<file path="src/rtl/cosim_harness_pkg.sv">
// Shared types and constants for the cosim vector harness.
// Latency: none (declarations only).
// Backpressure: not applicable.
package cosim_harness_pkg;

    // Default vector width of the wrapped cosim DUT
    localparam int DEF_WIDTH = 128;

    // MISR feedback polynomial (x^128 + x^7 + x^2 + x + 1, top term implicit)
    localparam logic [127:0] MISR_POLY = 128'h87;

    // Harness sequencing states
    typedef enum logic [1:0] {
        ST_IDLE   = 2'd0,
        ST_SETTLE = 2'd1,
        ST_EMIT   = 2'd2
    } state_t;

endpackage

</file>
<file path="src/rtl/cosim_misr.sv">
// Combinational next-signature step of a Galois-style MISR.
// Latency: zero cycles, purely combinational.
// Backpressure: none; the caller decides when to register the result.
module cosim_misr
    import cosim_harness_pkg::*;
#(
    parameter int               WIDTH = DEF_WIDTH,
    parameter logic [WIDTH-1:0] POLY  = WIDTH'(MISR_POLY)
) (
    input  logic [WIDTH-1:0] sig,
    input  logic [WIDTH-1:0] data,
    output logic [WIDTH-1:0] next
);

    // Shift left, fold the outgoing MSB back through the polynomial, then mix in data
    always_comb begin
        next = {sig[WIDTH-2:0], 1'b0} ^ (sig[WIDTH-1] ? POLY : '0) ^ data;
    end

endmodule

</file>
<file path="src/rtl/cosim_vec_harness.sv">
// Drives vectors into a combinational cosim DUT, samples after SETTLE cycles, signs results.
// Latency: SETTLE+1 cycles from vector accept to res_valid.
// Backpressure: result held in EMIT until res_ready; vec_ready low while busy unless EMIT drains.
module cosim_vec_harness
    import cosim_harness_pkg::*;
#(
    parameter int WIDTH  = DEF_WIDTH,
    parameter int SETTLE = 1,
    parameter int CNT_W  = 32
) (
    input  logic             clk,
    input  logic             rst_n,
    input  logic             vec_valid,
    input  logic [WIDTH-1:0] vec_data,
    output logic             vec_ready,
    output logic [WIDTH-1:0] dut_in,
    input  logic [WIDTH-1:0] dut_out,
    output logic             res_valid,
    output logic [WIDTH-1:0] res_data,
    input  logic             res_ready,
    input  logic             clear,
    output logic [WIDTH-1:0] signature,
    output logic [CNT_W-1:0] vec_count,
    output logic             busy
);

    // Settle counter only needs to hold SETTLE-1
    localparam int SC_W = (SETTLE > 1) ? $clog2(SETTLE) : 1;
    localparam logic [WIDTH-1:0] POLY = WIDTH'(MISR_POLY);

    state_t            state_q;
    state_t            state_d;
    logic [SC_W-1:0]   settle_cnt;
    logic              accept;
    logic              capture;
    logic [WIDTH-1:0]  sig_next;

    assign accept  = vec_valid & vec_ready;
    assign capture = (state_q == ST_SETTLE) && (settle_cnt == '0);

    cosim_misr #(
        .WIDTH (WIDTH),
        .POLY  (POLY)
    ) u_misr (
        .sig  (signature),
        .data (dut_out),
        .next (sig_next)
    );

    // State register; reset abandons any vector in flight
    always_ff @(posedge clk) begin
        if (!rst_n) begin
            state_q <= ST_IDLE;
        end else begin
            state_q <= state_d;
        end
    end

    // Next-state: EMIT can chain straight into SETTLE when a new vector is waiting
    always_comb begin
        state_d = state_q;
        case (state_q)
            ST_IDLE:   if (accept) state_d = ST_SETTLE;
            ST_SETTLE: if (settle_cnt == '0) state_d = ST_EMIT;
            ST_EMIT: begin
                if (res_ready) state_d = vec_valid ? ST_SETTLE : ST_IDLE;
            end
            default:   state_d = ST_IDLE;
        endcase
    end

    // Outputs decoded from state; vec_ready deliberately ignores vec_valid
    always_comb begin
        res_valid = (state_q == ST_EMIT);
        busy      = (state_q != ST_IDLE);
        vec_ready = (state_q == ST_IDLE) || ((state_q == ST_EMIT) && res_ready);
    end

    // Vector drive, settle countdown and result capture; dut_in keeps its last vector in IDLE
    always_ff @(posedge clk) begin
        if (!rst_n) begin
            dut_in     <= '0;
            res_data   <= '0;
            settle_cnt <= '0;
        end else begin
            if (accept) begin
                dut_in     <= vec_data;
                settle_cnt <= SC_W'(SETTLE - 1);
            end else if ((state_q == ST_SETTLE) && (settle_cnt != '0)) begin
                settle_cnt <= settle_cnt - SC_W'(1);
            end
            if (capture) begin
                res_data <= dut_out;
            end
        end
    end

    // Signature and saturating count; clear wins over a coincident capture
    always_ff @(posedge clk) begin
        if (!rst_n) begin
            signature <= '0;
            vec_count <= '0;
        end else if (clear) begin
            signature <= '0;
            vec_count <= '0;
        end else if (capture) begin
            signature <= sig_next;
            if (vec_count != '1) begin
                vec_count <= vec_count + CNT_W'(1);
            end
        end
    end

endmodule

</file>
<file path="config.mk">
export PLATFORM = sky130hd
export DESIGN_NAME = cosim_vec_harness
export DESIGN_NICKNAME = d
export VERILOG_FILES = /design/src/rtl/cosim_harness_pkg.sv /design/src/rtl/cosim_misr.sv /design/src/rtl/cosim_vec_harness.sv
export SDC_FILE = /design/constraint.sdc
export NUM_CORES = 1
export LEC_CHECK = 0
export ABC_AREA = 0
export ABC_CLOCK_PERIOD_IN_PS = 2900
export BUFFER_PORTS_ARGS = -buffer_cell sky130_fd_sc_hd__buf_2
export CAP_MARGIN = 10
export CORE_AREA = 2 2 266 268
export DETAILED_ROUTE_END_ITERATION = 10
export DIE_AREA = 0 0 268 270
export GPL_ROUTABILITY_DRIVEN = 0
export PLACE_DENSITY = 0.44
export SKIP_CTS_REPAIR_TIMING = 1
export SLEW_MARGIN = 20
export SYNTH_ARGS = -nofsm -noshare
export SYNTH_HDL_FRONTEND = slang
export SYNTH_SLANG_ARGS = --single-unit
</file>
<file path="constraint.sdc">
create_clock -name clk -period 2.9 [get_ports clk]
set_clock_uncertainty 0.05 [all_clocks]
set_input_delay 0.29 -clock clk [delete_from_list [all_inputs] [get_ports clk]]
set_output_delay 0.29 -clock clk [all_outputs]
set_load 0.01 [all_outputs]
</file>
==> metrics <==
status completed; largest family of logic cells by synthesized area simple AND/OR/NAND/NOR gates; grt ovf 0; Die Y 270 um; Clock Tree Root clkbuf_16; worst-margin pin slew roughly 1.1 ns; clk buf depth 3; layout cells sized above 1 0.2839; power per standard cell area 593.7 nW/um2; Final WS setup 0.5051 ns; initial antenna violation count 2; Final #Nets 3,006; num ports 680; Yosys top cell area share 0.5130; largest area contributor in the synthesized netlist dfxtp_1; grt met1 use 0.1918; DIE AREA 72,360 um2; Adder-Cell Fraction of Synth Area 0.0007653; sequential cell area 8388 um2; CP required between 3 and 4 ns; Worst-Skew Late Latency 0.57 ns; Net Count, Synth 2,136; Buffers on Ports ~680; YS warnings 0; Post-Syn Area 16,350 um2; Design Power 14,790 uW; number of distinct library cells after synthesis 36; worst hold path type primary input to flip-flop; Pleak 0.01056 uW; Crit. End Element flip-flop; Starting Density 0.2351; met2 GRT Util 0.2940; clk slew on worst S/H paths about 0.070 ns; most numerous cell in the Yosys netlist nand2_1; crit path kind flip-flop to flip-flop; mux contribution to synthesized area 0.001224; startpoint type of the worst setup path flip-flop; Routed wire per std cell roughly 17 um; CTS Buf Count 51; fin util 0.3583; hpwl dp approximately 47 mm; CP arrival roughly 2.8 ns; maxcap violations 0; Top FF cell, synth dfxtp_1; register area share after synthesis 0.5130; Detailed Route WL 64.67 mm; flops & latches, synth 419; minimum clock period roughly 2.4 ns; Fmax 0.4176 GHz; Die W 268 um; max_slew headroom 0.2898; overall routing resource usage 0.1669; most instantiated cells after synthesis nand2_1, dfxtp_1, a21boi_0; worst slack at placement 0.5097 ns; htree depth 2; 1st-pass router iterations 5; Multi-input gate area 7475 um2; Post-synth EDFFs 0; vias per cell 4.306; GR Layer Usage met3 0.05580; vias in the first global route 14,910; Antenna Nets Post-Route 0; Final Setup Violations 0; Max Slew Vio Count 0; final hold vios 0; DR vias 16,020; largest net degree at the start of global routing 175; Synth Area in XOR/XNOR 0.08464; post-synthesis async set-or-reset flop share 0; FP Rows 97; Mapped Cells 1,874; complex-gate fraction of the synthesized area 0.1820; syn_area_per_cell 8.724 um2; DRC Markers 0; Iteration-0 DRC Markers roughly 600; RSZ-0062 raised after global routing no; fillers 7,320; Crit Path Max Fanout 8; final worst-path cycle share 0.8258; grt peak-use layer met2; TritonCTS clock tree done; # clock sinks 419; Worst VDD drop 0.4008 mV; simple-gate portion of the synthesized area 0.1870; first-pass GRT wire length between 90 and 100 mm; core area 69,540 um2; largest cells by area after synthesis dfxtp_1, nand2_1, a21boi_0, xnor2_1, a211oi_1; total negative setup slack 0 ns; Area Growth Syn to Fin 52.39%
-- routing by layer --
metal,vias up,wire length (um),share of wire
met4,0,1362,0.021
li1,7951,-,-
met1,7550,26460,0.41
met5,-,0,0
met3,85,4625,0.072
met2,438,32230,0.50
-- layout by cell type, fill, tap and decap left out, types with 3 or more instances in the layout --
master	n
a211oi_1	126
a21boi_0	256
a21oi_1	8
and2_1	4
and3_1	4
buf_12	8
buf_2	678
buf_4	8
bufinv_16	3
clkbuf_1	6
clkbuf_16	51
clkbuf_8	14
clkinv_2	9
dfxtp_1	419
dlygate4sd3_1	255
inv_1	3
nand2_1	532
nand3_1	16
nand4_1	19
nor2_1	161
nor3_1	4
nor4_4	3
xnor2_1	138
xor2_1	20
-- stage by stage --
step,instance area [um2],hold WS (ns),instances
6_report,24920,0.02183,3721
3_3_place_gp,20670,0.3974,3376
2_1_floorplan,16350,0.3849,1874
5_1_grt,24910,0.01575,3720
4_1_cts,22360,-0.1437,3464
3_5_place_dp,20670,0.4057,3376
-- registers in the layout (all words and copies together) (netlist names) --
name,cells
state_q,2
dut_in,128
settle_cnt,1
res_data,128
signature,128
vec_count,32
-- critical path, stage by stage, from the launching register on --
cell     delay (ns)
dfxtp_1        0.45
nor3b_4        0.41
nand3_1        0.21
nor4_4         0.31
nand2_1        0.22
or4_1          0.54
a21oi_1        0.15
-- report_power, final --
group / switching (uW) / leakage, uW / internal (uW)
Clock: 2570 / 0.000832 / 3840
Sequential: 198 / 0.00342 / 6060
Combinational: 1170 / 0.00631 / 951
Total: 3940 / 0.0106 / 10900
-- path summary, 6_finish.rpt --
kind | slack, ns | depth (start not counted) | end | startpoint
hold / removal | 0.02 | 3 | res_data[11] | dut_out[11]
setup / recovery | 0.51 | 6 | vec_count[25] | state_q[0]
setup reg to reg | 0.51 | 6 | vec_count[25] | state_q[0]
hold reg to reg | 0.41 | 2 | dut_in[102] | dut_in[102]
-- final cells by class --
type | count | area share
diodes | 2 | 0.0002009
clock buffers | 71 | 0.05986
clock inverters | 17 | 0.007683
inverters | 3 | 0.0004520
multi-input cells | 1319 | 0.3000
flip-flops and latches | 419 | 0.3367
well taps | 940 | 0.04721
repair buffers | 950 | 0.2479
-- kinds of logic after synthesis --
kind of cell | Yosys count
AND/OR/NAND/NOR | 760
adder cells (fa/ha/maj) | 1
AO/OA/AOI/OAI | 398
buffers and inverters | 136
XOR/XNOR | 158
flip-flops | 419
multiplexers | 2
No activity file was read; power rests on OpenSTA's default activity.
